## src/rtl/axi_rd_arbiter.sv

```systemverilog
// axi_rd_arbiter
//
// Merges the instruction-cache (i_*) and data-cache (d_*) AXI read ports onto
// a single AXI read master. Only one burst is in flight at a time. The AR
// channel is registered at grant. The R channel is forwarded combinationally
// to the owning side, so read data reaches the requester in the cycle it
// arrives.
//
// Configuration macro:
//   AXI_RD_RR_EN - when defined, two simultaneous requests are arbitrated
//                  round-robin using a 1-bit last_owner register. When
//                  undefined, D always wins over I.
//
// Ports:
//   clk, rst                     - clock, synchronous active-high reset
//   i_ar*/i_arvalid, i_arready   - I-side read address channel
//   i_rdata/i_rlast/i_rvalid,
//   i_rready                     - I-side read data channel
//   d_ar*/d_arvalid, d_arready   - D-side read address channel
//   d_rdata/d_rlast/d_rvalid,
//   d_rready                     - D-side read data channel
//   araddr/arlen/arsize/arid/
//   arburst/arvalid, arready     - master read address channel
//   rdata/rresp/rlast/rvalid,
//   rready                       - master read data channel (rresp ignored)

module axi_rd_arbiter #(
  parameter int ADDR_W = 32,
  parameter int DATA_W = 32,
  parameter int ID_W   = 4,
  parameter int I_ID   = 0,
  parameter int D_ID   = 1
) (
  input  logic              clk,
  input  logic              rst,
  input  logic [ADDR_W-1:0] i_araddr,
  input  logic [7:0]        i_arlen,
  input  logic [2:0]        i_arsize,
  input  logic              i_arvalid,
  output logic              i_arready,
  output logic [DATA_W-1:0] i_rdata,
  output logic              i_rlast,
  output logic              i_rvalid,
  input  logic              i_rready,
  input  logic [ADDR_W-1:0] d_araddr,
  input  logic [7:0]        d_arlen,
  input  logic [2:0]        d_arsize,
  input  logic              d_arvalid,
  output logic              d_arready,
  output logic [DATA_W-1:0] d_rdata,
  output logic              d_rlast,
  output logic              d_rvalid,
  input  logic              d_rready,
  output logic [ADDR_W-1:0] araddr,
  output logic [7:0]        arlen,
  output logic [2:0]        arsize,
  output logic [ID_W-1:0]   arid,
  output logic [1:0]        arburst,
  output logic              arvalid,
  input  logic              arready,
  input  logic [DATA_W-1:0] rdata,
  input  logic [1:0]        rresp,
  input  logic              rlast,
  input  logic              rvalid,
  output logic              rready
);

  typedef enum logic [1:0] {IDLE, ADDR, DATA} state_t;

  state_t state, state_nxt;
  logic   owner;      // 0 = I side, 1 = D side
  logic   grant_d;
  logic   req_any;

  // Response status is not propagated to either cache.
  logic unused_rresp;
  assign unused_rresp = ^rresp;

  assign req_any = i_arvalid | d_arvalid;

`ifdef AXI_RD_RR_EN
  logic last_owner;

  // Round-robin: on a tie the side that did not win last time is granted;
  // a lone requester always wins.
  always_comb begin
    grant_d = d_arvalid & (~i_arvalid | ~last_owner);
  end

  // last_owner follows every grant so the next tie goes the other way.
  always_ff @(posedge clk) begin
    if (rst) begin
      last_owner <= 1'b0;
    end else if (state == IDLE && req_any) begin
      last_owner <= grant_d;
    end
  end
`else
  // Fixed priority: the data side wins whenever it is requesting.
  always_comb begin
    grant_d = d_arvalid;
  end
`endif

  // State register.
  always_ff @(posedge clk) begin
    if (rst) begin
      state <= IDLE;
    end else begin
      state <= state_nxt;
    end
  end

  // Next-state logic. Burst end comes only from rlast; no beat counting.
  always_comb begin
    state_nxt = state;
    case (state)
      IDLE:    if (req_any) state_nxt = ADDR;
      ADDR:    if (arvalid && arready) state_nxt = DATA;
      DATA:    if (rvalid && rready && rlast) state_nxt = IDLE;
      default: state_nxt = IDLE;
    endcase
  end

  // AR registers are loaded from the winner at grant and arvalid is held
  // until the interconnect accepts it.
  always_ff @(posedge clk) begin
    if (rst) begin
      owner   <= 1'b0;
      arvalid <= 1'b0;
      araddr  <= '0;
      arlen   <= '0;
      arsize  <= '0;
      arid    <= '0;
      arburst <= 2'b01;
    end else if (state == IDLE && req_any) begin
      owner   <= grant_d;
      arvalid <= 1'b1;
      araddr  <= grant_d ? d_araddr : i_araddr;
      arlen   <= grant_d ? d_arlen  : i_arlen;
      arsize  <= grant_d ? d_arsize : i_arsize;
      arid    <= grant_d ? ID_W'(D_ID) : ID_W'(I_ID);
      arburst <= 2'b01;
    end else if (state == ADDR && arready) begin
      arvalid <= 1'b0;
    end
  end

  // Requester-facing outputs. Read data fans out to both sides; only the
  // owner sees valid/last, and only the owner's rready reaches the master.
  always_comb begin
    i_rdata   = rdata;
    d_rdata   = rdata;
    i_arready = 1'b0;
    d_arready = 1'b0;
    i_rvalid  = 1'b0;
    d_rvalid  = 1'b0;
    i_rlast   = 1'b0;
    d_rlast   = 1'b0;
    rready    = 1'b0;
    case (state)
      ADDR: begin
        i_arready = ~owner & arready;
        d_arready = owner & arready;
      end
      DATA: begin
        if (owner) begin
          d_rvalid = rvalid;
          d_rlast  = rlast;
          rready   = d_rready;
        end else begin
          i_rvalid = rvalid;
          i_rlast  = rlast;
          rready   = i_rready;
        end
      end
      default: ;
    endcase
  end

endmodule

```

## config.mk

```make
export PLATFORM = sky130hd
export DESIGN_NAME = axi_rd_arbiter
export DESIGN_NICKNAME = d
export VERILOG_FILES = /design/src/rtl/axi_rd_arbiter.sv
export SDC_FILE = /design/constraint.sdc
export NUM_CORES = 1
export LEC_CHECK = 0
export ABC_AREA = 1
export CAP_MARGIN = 30
export CORE_MARGIN = 3
export CORE_UTILIZATION = 34
export CTS_BUF_LIST = sky130_fd_sc_hd__clkbuf_4 sky130_fd_sc_hd__clkbuf_8
export CTS_CLUSTER_DIAMETER = 200
export CTS_CLUSTER_SIZE = 25
export DETAILED_ROUTE_END_ITERATION = 7
export PLACE_DENSITY = 0.83
export SLEW_MARGIN = 20
export SYNTH_ARGS = -nofsm -noshare
export SYNTH_HDL_FRONTEND = slang
export SYNTH_SLANG_ARGS = --single-unit
```

## constraint.sdc

```tcl
create_clock -name clk -period 1.5 [get_ports clk]
set_input_delay 0.225 -clock clk [delete_from_list [all_inputs] [get_ports clk]]
set_output_delay 0.225 -clock clk [all_outputs]
set_load 0.02 [all_outputs]
```

# [Word level (Yosys, flattened, before mapping)]
# Cells that the tools add are included.
[word_totals] regBits=51 latchBits=0 mem_bits_rw=0 romBits=0 input_bits=129 output_inout_bits=121 n_memories=0
[op_classes] add_sub_neg=0 multipliers=0 div_mod_pow=0 magnitude_cmp=0 eq_ne=5 n_shift=0 mux=22 bitwise=4 reduce_logical=8
[op_table] cell="2-to-1 mux 32 bit" n=1
[op_table] cell="2-to-1 mux 1 bit" n=15
[op_table] cell="2-to-1 mux 8 bit" n=1
[op_table] cell="2-to-1 mux 2 bit" n=3
[op_table] cell="inequality test 2 bit, second input constant" n=3
[op_table] cell="case mux 2 bit (3 select lines)" n=1
[op_table] cell="logical AND 1 bit" n=5
[op_table] cell="2-to-1 mux 3 bit" n=1
[op_table] cell="AND reduction 3 bit" n=1
[op_table] cell="bitwise AND 1 bit" n=2
[op_table] cell="== test 2 x 1 -> 1 bit, second input constant" n=1
[op_table] cell="== test 2 bit, second input constant" n=1
[op_table] cell="logical NOT 2 bit" n=1
[op_table] cell="nonzero test 2 bit" n=1
[op_table] cell="inverter 1 bit" n=1
[op_table] cell="OR 1 bit" n=1

# [Logic depth before layout (Yosys ltp)]
[depth] word_depth=6 ltp_mapped=7 depth_no_buf=6

# [Worst setup path before layout]
# No wires, ideal clock.
[synth_timing] path_type="register to output" startpoint="register state[1]" endpoint="output d_rlast" t_arrival_ns=1.016 t_required_ns=1.275 slack_ns=0.259 stages_incl_launch_ff=5 path_buffers=0 path_cell_list="dfxtp_1 inv_1 nor2_1 inv_1 nor3_1"
[synth_between] elab_chain_len=2
[synth_lines] element="start: declaration" line="70" text="state_t state, state_nxt;"
[synth_lines] element="start signal: assignment" line="110" text="state <= state_nxt;"
[synth_lines] element="== test 2 bit" line="161" text="case (state)"
[synth_lines] element="2-to-1 mux 1 bit" line="161"
[synth_lines] element="end: declaration" line="51" text="output logic d_rlast,"
# Every way passes these cells.

# [Worst setup path after layout]
[layout_timing] startpoint="register arlen[1]" endpoint="output arlen[1]"
[layout_lines] element="start: declaration" line="55" text="output logic [7:0] arlen,"
[layout_lines] element="start signal: assignment" line="140" text="arlen <= grant_d ? d_arlen : i_arlen;"
# No word-level cell between the ends.

==> impl_metrics.env <==
export IMPL_die_area_sq_mm=0.0103
export IMPL_drv_slew=0
export IMPL_maxCapViolCount=0
export IMPL_fin_ws_ps=48.1
export IMPL_nets=723
export IMPL_critPathBufInv=1
export IMPL_hp_start="rdata[9]"
export IMPL_cts_sinks=47
export IMPL_grt_pass1_vias=2597
export IMPL_rsz0062_at_grt="no"
export IMPL_min_period_ps=1450
export IMPL_final_area_sq_mm=0.00432
export IMPL_wl_met1_um=2830
export IMPL_pwr_share_seq_pct=41.6
export IMPL_power_density_mw_per_mm2=817
export IMPL_grt_pass1_wl_um=11300
export IMPL_ant_nets=0
export IMPL_syn_area_per_cell_sq_um=5.93
export IMPL_holdWs_ps=450
export IMPL_route_detailed_drc=0
export IMPL_end_kind="output pin"
export IMPL_start_util_pct=35.3
export IMPL_multiInputGateArea_sq_mm=0.00119
export IMPL_r2r_setup_slack_ps=270
export IMPL_worstReg2RegEnd="arsize[2]"
export IMPL_synthDistinctLibCells=16
export IMPL_core_area_sq_mm=0.00876
export IMPL_hold_buffers=0
export IMPL_wl_met2_um=3520
export IMPL_synthMuxAreaShare_pct=0
export IMPL_p_leak_nw=2.60
export IMPL_pre_cts_ws_ps=-344
export IMPL_yosysSeqAreaShare_pct=30.4
export IMPL_routed_wl_met3_um=928
export IMPL_insertedDiodeCount=0
export IMPL_cts_tree="yes"
export IMPL_vias_per_cell=4.20
export IMPL_cts_htree_levels=2
export IMPL_synth_xor_area_share_pct=0
export IMPL_worst_ep_arrival_time_ps=1230
export IMPL_antenna_found_initial=0
export IMPL_syn_area_sq_mm=0.00309
export IMPL_track_usage_pct=13.4
export IMPL_holdPathEnd="d_rdata[9]"
export IMPL_synth_seq_cells=47
export IMPL_intPower_mw=2.39
export IMPL_final_cell_mix="nand2_1 (141), clkdlybuf4s50_1 (99), inv_1 (91)"
export IMPL_grt_max_degree=58
export IMPL_dp_hpwl_um=5810
export IMPL_reg2regPathDepth=5
export IMPL_pwr_share_clk_pct=21.5
export IMPL_clk_pin_slew_ps=80
export IMPL_crit_start="arlen[1]"
export IMPL_vdd_drop_max_v=0.000374
export IMPL_die_h_um=101
export IMPL_root_buffer="clkbuf_8"
export IMPL_crit_type="reg2out"
export IMPL_finalSetupViolations=0
export IMPL_place_congestion=0.809
export IMPL_clk_latency_ps=290
export IMPL_drt_total_wl_um=7340
export IMPL_path_delay_family="buffers and inverters"
export IMPL_worstHoldPathType="in2out"
export IMPL_layout_commonest_cell="nand2_1"
export IMPL_drt_first_iter_violations=50
export IMPL_fin_setup_tns_ps=0
export IMPL_io_pins=250
export IMPL_numCtsBuffers=5
export IMPL_yosys_area_share_simple_pct=29.0
export IMPL_num_rows=34
export IMPL_power_frac_comb_pct=36.9
export IMPL_yosysWarnings=0
export IMPL_utilization_pct=49.3
export IMPL_max_freq_mhz=689
export IMPL_hold_depth=0
export IMPL_critPathMaxStageDelay_ps=610
export IMPL_vias=2955
export IMPL_die_w_um=101
export IMPL_synth_top_family_by_area="buffers and inverters"
export IMPL_wl_per_cell_um=10.4
export IMPL_synthCells=522
export IMPL_status="finished clean"
export IMPL_path_cells="clkdlybuf4s50_1"
export IMPL_io_buffers=146
export IMPL_placed_area_sq_mm=0.00416
export IMPL_worstPathMaxFanout=2
export IMPL_overflow=0
export IMPL_power_switching_mw=1.14
export IMPL_final_hold_viol_count=0
export IMPL_finalClockSkew_ps=5.34
export IMPL_crit_reg2reg_launch="state[1]"
export IMPL_top_layer="met4"
export IMPL_seq_area_sq_um=943
export IMPL_num_fill_cells=870
export IMPL_fin_crit_sh_pct=96.8
export IMPL_p_sw_share_pct=32.3
export IMPL_clk_path_buf_depth=2
export IMPL_synth_compound_area_share_pct=8.29
export IMPL_worst_setup_path_start_kind="flip-flop"
export IMPL_drive_above_1_share_pct=6.05
export IMPL_cp_required_ps=1270
export IMPL_synthAdderAreaFrac_pct=0
export IMPL_syn_to_final_growth_pct=39.7
export IMPL_dr_pass1_iters=4
export IMPL_critPathSlowestCell="clkdlybuf4s50_1"
-- how the worst max path moves through the flow --
stage	endpoint	slack, ps	depth (start not counted)
floorplan	d_rlast	260	4
global placement	d_rvalid	-260	4
finish	arlen[1]	50	1
detailed placement	i_rvalid	-340	4
global route	arlen[5]	1	1
CTS	i_rlast	-20	5
-- per-stage QoR --
step                power, mW  std cells
detailed placement       2.84        695
CTS                      3.63        703
finish                   3.53        703
floorplan                2.45        525
global route             3.79        703
global placement         2.81        695
-- what timing repair did --
action                                  in CTS  in global routing
gates resized for setup                     43                 41
endpoints found under the setup margin      13                 38
setup buffers                                0                  0
-- routing by layer --
metal | GRT usage [%] | vias up
li1 | - | 1572
met2 | 24.3 | 136
met3 | 6.96 | 11
met1 | 13.5 | 1236
met4 | 3.68 | 0
met5 | 0 | -
-- final cells by class --
cell class | count | area share, %
Multi-Input combinational cell | 291 | 27.6
Clock inverter | 1 | 0.116
Tap cell | 108 | 3.13
Clock buffer | 7 | 1.94
Inverter | 94 | 8.16
Timing Repair Buffer | 155 | 37.2
Sequential cell | 47 | 21.8
-- Yosys cell counts --
cell type    n  area share (%)
buf_1        1            0.12
nor3_1       4            0.65
buf_4       72              17
clkinv_1     1            0.12
dfxtp_1     47              30
o21ai_0     43             7.0
a21oi_1      5            0.81
inv_1       93              11
conb_1       2            0.24
nand3_1      1            0.16
buf_2       11             1.8
clkbuf_1     8            0.97
nand2_1    141              17
o21ai_4      1            0.53
nor2_1      91              11
buf_6        1            0.36
-- kinds of logic after synthesis --
family | Yosys count
compound gates | 49
buf+inv | 187
flops | 47
other cells | 2
simple gates | 237
-- sequential cells by signal, summed over array words and instances (netlist names) --
register  flops
araddr       32
arlen         8
arsize        3
state         2
arvalid       1
owner         1
-- worst register-to-register path, stage by stage, from the launching register on --
cell and delay [ps]:
dfxtp_2 340, nor2_1 240, o21ai_4 130, buf_12 190, nor2_1 160, nor2_1 60
-- power groups by stage --
| stage | clock network (mW) | registers, mW | logic (mW) |
|---|---|---|---|
| 2_1_floorplan | 0 | 1.67 | 0.779 |
| 3_3_place_gp | 0 | 1.49 | 1.32 |
| 3_5_place_dp | 0 | 1.50 | 1.34 |
| 4_1_cts | 0.821 | 1.47 | 1.34 |
| 5_1_grt | 0.856 | 1.49 | 1.45 |
| 6_report | 0.760 | 1.47 | 1.30 |
(Power assumes the default switching activity.)
